<file path="src/rtl/axi4s_elastic_fifo.sv">
// axi4s_elastic_fifo
//   AXI4-Stream elastic buffer built on a DEPTH-entry register file. Carries
//   tdata/tkeep/tlast/tuser. Every output is driven from registers only, so
//   there is no combinational path from the upstream (m_*) side to the
//   downstream (s_*) side, and s_tready_i never reaches m_tready_o.
//   With PACKET_MODE=1 the output is held off until a whole packet (a tlast
//   beat) is stored, or until the buffer fills with no tlast in it.
//
// Ports
//   clk_i          clock, rising edge
//   rst_ni         asynchronous active-low reset
//   m_t*_i         upstream beat (data, keep, last, user, valid)
//   m_tready_o     upstream ready, registered
//   s_t*_o         downstream beat (zeroed whenever s_tvalid_o=0)
//   s_tready_i     downstream ready
//   level_o        number of stored beats, registered
//   almost_full_o  level_o >= AFULL_LVL, registered
module axi4s_elastic_fifo #(
    parameter int AXI_WIDTH   = 64,
    parameter int USER_WIDTH  = 1,
    parameter int DEPTH       = 4,
    parameter int PACKET_MODE = 0,
    parameter int AFULL_LVL   = 3
) (
    input  logic                         clk_i,
    input  logic                         rst_ni,
    input  logic [AXI_WIDTH-1:0]         m_tdata_i,
    input  logic [AXI_WIDTH/8-1:0]       m_tkeep_i,
    input  logic                         m_tlast_i,
    input  logic [USER_WIDTH-1:0]        m_tuser_i,
    input  logic                         m_tvalid_i,
    output logic                         m_tready_o,
    output logic [AXI_WIDTH-1:0]         s_tdata_o,
    output logic [AXI_WIDTH/8-1:0]       s_tkeep_o,
    output logic                         s_tlast_o,
    output logic [USER_WIDTH-1:0]        s_tuser_o,
    output logic                         s_tvalid_o,
    input  logic                         s_tready_i,
    output logic [$clog2(DEPTH+1)-1:0]   level_o,
    output logic                         almost_full_o
);

    localparam int KEEP_W  = AXI_WIDTH / 8;
    localparam int LVL_W   = $clog2(DEPTH + 1);
    localparam int PTR_W   = $clog2(DEPTH);
    localparam int ENTRY_W = USER_WIDTH + 1 + KEEP_W + AXI_WIDTH;
    localparam int LAST_B  = AXI_WIDTH + KEEP_W;

    logic [ENTRY_W-1:0] mem [DEPTH];

    logic [PTR_W-1:0] wr_ptr;
    logic [PTR_W-1:0] rd_ptr;
    logic [LVL_W-1:0] level;
    logic [LVL_W-1:0] level_next;
    logic [LVL_W-1:0] last_cnt;
    logic [LVL_W-1:0] last_cnt_next;
    logic             flush_r;
    logic             flush_next;
    logic             m_tready;
    logic             almost_full;
    logic             push;
    logic             pop;
    logic             s_tvalid;
    logic             head_last;
    logic [ENTRY_W-1:0] head;

    function automatic logic [PTR_W-1:0] next_ptr(input logic [PTR_W-1:0] ptr);
        if (ptr == PTR_W'(DEPTH - 1)) begin
            return '0;
        end
        return ptr + PTR_W'(1);
    endfunction

    assign head      = mem[rd_ptr];
    assign head_last = head[LAST_B];

    // In packet mode the head is only offered once a complete packet is
    // stored, or once flush_r releases an oversize packet from a full buffer.
    assign s_tvalid = (level != '0) &
                      ((PACKET_MODE == 0) | (last_cnt != '0) | flush_r);

    // push relies on the registered ready: no push while full, even if a pop
    // happens in the same cycle, so s_tready_i stays out of m_tready_o.
    assign push = m_tvalid_i & m_tready;
    assign pop  = s_tvalid & s_tready_i;

    always_comb begin
        level_next    = level + LVL_W'(push) - LVL_W'(pop);
        last_cnt_next = last_cnt + LVL_W'(push & m_tlast_i) - LVL_W'(pop & head_last);
        flush_next    = flush_r;
        if (pop && head_last) begin
            flush_next = 1'b0;
        end else if ((level == LVL_W'(DEPTH)) && (last_cnt == '0)) begin
            flush_next = 1'b1;
        end
    end

    always_ff @(posedge clk_i or negedge rst_ni) begin
        if (!rst_ni) begin
            wr_ptr      <= '0;
            rd_ptr      <= '0;
            level       <= '0;
            last_cnt    <= '0;
            flush_r     <= 1'b0;
            m_tready    <= 1'b0;
            almost_full <= 1'b0;
        end else begin
            if (push) begin
                wr_ptr <= next_ptr(wr_ptr);
            end
            if (pop) begin
                rd_ptr <= next_ptr(rd_ptr);
            end
            level       <= level_next;
            last_cnt    <= last_cnt_next;
            flush_r     <= flush_next;
            m_tready    <= (level_next != LVL_W'(DEPTH));
            almost_full <= (level_next >= LVL_W'(AFULL_LVL));
        end
    end

    // Storage is data only and carries no reset.
    always_ff @(posedge clk_i) begin
        if (push) begin
            mem[wr_ptr] <= {m_tuser_i, m_tlast_i, m_tkeep_i, m_tdata_i};
        end
    end

    assign m_tready_o    = m_tready;
    assign level_o       = level;
    assign almost_full_o = almost_full;
    assign s_tvalid_o    = s_tvalid;
    assign s_tdata_o     = s_tvalid ? head[AXI_WIDTH-1:0] : '0;
    assign s_tkeep_o     = s_tvalid ? head[LAST_B-1:AXI_WIDTH] : '0;
    assign s_tlast_o     = s_tvalid ? head_last : 1'b0;
    assign s_tuser_o     = s_tvalid ? head[ENTRY_W-1:LAST_B+1] : '0;

endmodule

</file>
<file path="config.mk">
export PLATFORM = sky130hd
export DESIGN_NAME = axi4s_elastic_fifo
export DESIGN_NICKNAME = d
export VERILOG_FILES = /design/src/rtl/axi4s_elastic_fifo.sv
export SDC_FILE = /design/constraint.sdc
export NUM_CORES = 1
export LEC_CHECK = 0
export CORE_UTILIZATION = 59
export DETAILED_ROUTE_END_ITERATION = 8
export PLACE_DENSITY = 0.94
export SETUP_SLACK_MARGIN = 0.1
export SLEW_MARGIN = 20
export SYNTH_ARGS = -nofsm -noshare
export SYNTH_HDL_FRONTEND = slang
export SYNTH_SLANG_ARGS = --single-unit
</file>
<file path="constraint.sdc">
create_clock -name clk_i -period 8.6 [get_ports clk_i]
set_input_delay 0.86 -clock clk_i [delete_from_list [all_inputs] [get_ports clk_i]]
set_output_delay 0.86 -clock clk_i [all_outputs]
set_load 0.05 [all_outputs]
</file>
* Yosys cells after proc, flatten, opt, wreduce, memory -nomap -nowiden
Memory sizes are Yosys's and may differ from the RTL's.
Cells that the tools add are included.
** Word-level totals
- Register bits after elaboration :: 9
- Memory bits (writable) :: 296
- Input bits :: 78
- Output and inout port bits :: 80
- Logic and storage cells :: 31
- Memories kept :: 1
** Cells by class
- Add/sub/neg operators :: 4
- Magnitude comparators :: 1
- Equal/unequal tests :: 3
- Mux-type cells :: 14
- Bitwise logic cells :: 2
- Reduce and logical (&&, ||, !) cells :: 1
** Memories
- mem :: depth 4, width 74, read ports 1, clocked after Yosys merged registers in 0, wr ports 1, line 49 : logic [ENTRY_W-1:0] mem [DEPTH];
** Operators with widths (count)
- two-way mux 64 bit :: 1
- two-way mux 1 bit :: 8
- two-way mux 2 bit :: 4
- two-way mux 8 bit :: 1
- adder 2 x 1 -> 2 bit (second input constant) :: 2
- == test 2 bit (second input constant) :: 2
- adder 3 x 1 -> 3 bit :: 1
- >= comparator 3 x 2 -> 1 bit (second input constant) :: 1
- != test 3 bit (second input constant) :: 1
- nonzero test 3 bit :: 1
- subtractor 3 x 1 -> 3 bit :: 1
- bitwise AND 1 bit :: 2

* Depth between registers and ports, before layout
- Depth in word-level cells :: 4
- Mapped depth :: 8
- Depth with buffers taken out :: 8

* Least setup slack after synthesis
No wires, ideal clock.
- Kind :: in2reg
- Start :: in m_tvalid_i
- End :: mem mem[0][0] in the netlist's numbering, enable pin
- Library setup time :: 441 ps
- Arrival :: 2640 ps
- Data required time :: 8159 ps
- Path slack :: 5520 ps
- Stages on the path :: 1
- Path buffers :: 0
- Path through :: and3_1
** Between the ends
- Word-level cells in the longest chain between the ends :: 3
** RTL lines
- start, declared :: line 31 : input logic m_tvalid_i,
- bitwise AND 1 bit :: line 84 : assign push = m_tvalid_i & m_tready;
- two-way mux 1 bit :: line 124 : if (push) begin
- two-way mux 1 bit (implied by the code) :: line 125 : mem[wr_ptr] <= {m_tuser_i, m_tlast_i, m_tkeep_i, m_tdata_i};
- end, declared :: line 49
Every way passes these cells.

* Final worst setup path
- Start :: reg rd_ptr[0]
- End :: out s_tdata_o[28]
** Between the ends
- Word-level cells in the longest chain between the ends :: 2
** RTL lines
- start, declared :: line 52 : logic [PTR_W-1:0] rd_ptr;
- start signal, assigned :: line 112 : rd_ptr <= next_ptr(rd_ptr);
- memory read (4 x 74 bit)
- two-way mux 64 bit :: line 133 : assign s_tdata_o = s_tvalid ? head[AXI_WIDTH-1:0] : '0;
- end, declared :: line 33 : output logic [AXI_WIDTH-1:0] s_tdata_o,
Every way passes these cells.

==> flow_summary.yaml <==
global_routing:
  track_usage_pct: 22.1
  antenna_found_initial: 0
  grt_max_degree: 77
  grt_pass1_wl_microns: 33200
  overflow: 0
  grt_pass1_vias: 5912
timing:
  fin_skew_ns: 0.00919
  drv_slew: 0
  period_share_pct: 53.4
  rsz0062_at_grt: "no"
  slew-limit-headroom_pct: 26.7
  finalCriticalPeriod_ns: 4.59
  setup_viol: 0
  fin_tns_setup_ns: 0
  hold_violations: 0
  fmax_ghz: 0.218
  worst_pin_slew_ns: 1.10
critical_path:
  critPathLaunchType: "register"
  critPathMaxFanout: 53
  r2r_end: "almost_full_o$_DFF_PN0_"
  path_class: "reg -> out"
  r2r_setup_slack_ns: 5.95
  arrival_ns: 3.73
  r2r_cells: 8
  worstSetupEndpointType: "output port"
  required_ns: 7.74
  r2r-start: "level_o[1]$_DFF_PN0_"
cts:
  path_clk_slew_ns: 0.06
  clock_latency_ns: 0.52
  htree_levels: 1
  cts_buffers: 29
  cts_resized: 0
  cts_root_buf: "clkbuf_16"
  post_cts_buffers: 0
  cts_tree: "yes"
  hold_buffers: 0
  cts.sinks: 305
  max-clock-path-buffers: 3
drt:
  drtPass1Iterations: 5
  routedWlPerCell_microns: 22.5
  vias: 5581
  drc: 0
  wirelength_microns: 21700
  ant_nets: 0
  vias_per_cell: 5.78
  dr.first_iter.drc_count: 412
min_path:
  worstHoldPathType: "reg -> reg"
  min-delay-start: "wr_ptr[1]$_DFFE_PN0P_"
  min_to: "wr_ptr[1]$_DFFE_PN0P_"
  hold_path_depth: 1
yosys:
  yosysWarningCount: 0
  syn_area_sq_um: 11700
  synth-seq-cells: 305
  yosysTopAreaCell: "edfxtp_1"
  yosys.area.top_type_share_pct: 76.0
  syn_inst: 509
  synth.distinct_cells: 21
  yosysSeqAreaShare_pct: 77.9
  ys_top_cells_by_area: "edfxtp_1, mux4_2, and2_1"
  syn_avg_cell_area_sq_um: 23.0
  syn_nets: 595
floorplanning:
  io_pins: 158
  rows: 51
  fp.dieW_microns: 143
  die_area_sq_um: 20400
  start_util_pct: 60.1
  core_region_area_sq_um: 19500
  die_h_microns: 143
outcome:
  status: "finished, final reports clean"
job:
  maxCapViolCount: 0
finish:
  fin_area_sq_um: 14500
  area_delta_synth_final_pct: 23.6
  fin_nets: 764
  n_antenna_cell: 0
  most-common-layout-cells: "edfxtp_1, clkdlybuf4s50_1, mux4_2, and2_1, clkbuf_16"
  mostFrequentLayoutCell: "edfxtp_1"
  layout-drive-gt1-share_pct: 18.9
  final_cells: 965
placement:
  dp_hpwl_microns: 12100
  port_buffers: 157
  dp_cells: 908
  placed_cell_area_sq_um: 13500
  gp_congestion: 0.756
==> final cells by class <==
cell class | count | area [sq um]
multi-input cells | 173 | 2390
fillers | 1055 | 5010
repair buffers | 163 | 1680
flip-flops and latches | 305 | 9120
inverters | 6 | 22.5
well taps | 265 | 332
clock inverters | 20 | 165
clock buffers | 33 | 741
==> worst max-delay path, cell delays in order, from the launching register on <==
cell             delay, ns
dfrtp_4               0.74
buf_4                 0.84
mux4_2                0.65
and2_1                0.20
clkdlybuf4s50_1       0.70
==> kinds of logic after synthesis <==
family                   count (synthesis)  synth area share [%]
AO/OA/AOI/OAI                            2                 0.128
XOR/XNOR                                 1                 0.193
adder cells (fa/ha/maj)                  8                 0.920
buffers and inverters                   31                  1.83
flip-flops                             305                  77.9
multiplexers                            78                  14.6
AND/OR/NAND/NOR                         84                  4.39
==> how the worst max path moves through the flow <==
stage          slack (ns)             startpoint             endpoint
2_1_floorplan        5.52             m_tvalid_i  mem[0][0]$_DFFE_PP_
3_3_place_gp         4.51  rd_ptr[0]$_DFFE_PN0P_        s_tdata_o[51]
3_5_place_dp         4.47  rd_ptr[0]$_DFFE_PN0P_        s_tdata_o[57]
4_1_cts              3.87  rd_ptr[0]$_DFFE_PN0P_        s_tdata_o[28]
5_1_grt              3.75  rd_ptr[0]$_DFFE_PN0P_        s_tdata_o[28]
6_report             4.01  rd_ptr[0]$_DFFE_PN0P_        s_tdata_o[28]
==> synthesized netlist by cell type (all sizes together) <==
library cell and instances:
fa 1, a21o 1, nand2 2, dfrtp 9, and3 4, ha 7
or3 1, xnor3 1, mux4 74, mux2 4, o31ai 1, clkbuf 10
nor2 3, and2 74, buf 15, inv 6, edfxtp 296
==> state kept, by name (all words and copies together) (netlist names) <==
register	flops
mem	296
level_o	3
rd_ptr	2
wr_ptr	2
almost_full_o	1
m_tready_o	1
==> metal layers <==
metal  wire length, microns  track usage, %  vias up
met5                      0               0        -
met4                    550            6.34        0
met3                   1490            3.89       41
met2                  11300            38.2      244
met1                   8340            29.2     2881
li1                       -               -     2415
==> stage by stage <==
step / hold slack (ns) / utilization [%] / setup WS, ns
2_1_floorplan: 0.533 / - / 5.52
3_3_place_gp: 0.541 / 69.1 / 4.51
3_5_place_dp: 0.570 / 69.1 / 4.47
4_1_cts: 0.588 / 73.8 / 3.87
5_1_grt: 0.620 / 74.3 / 3.75
6_report: 0.592 / 74.3 / 4.01
Power is not shown: default switching activity piles up to over one toggle a cycle in this logic, so the estimate is an artifact.
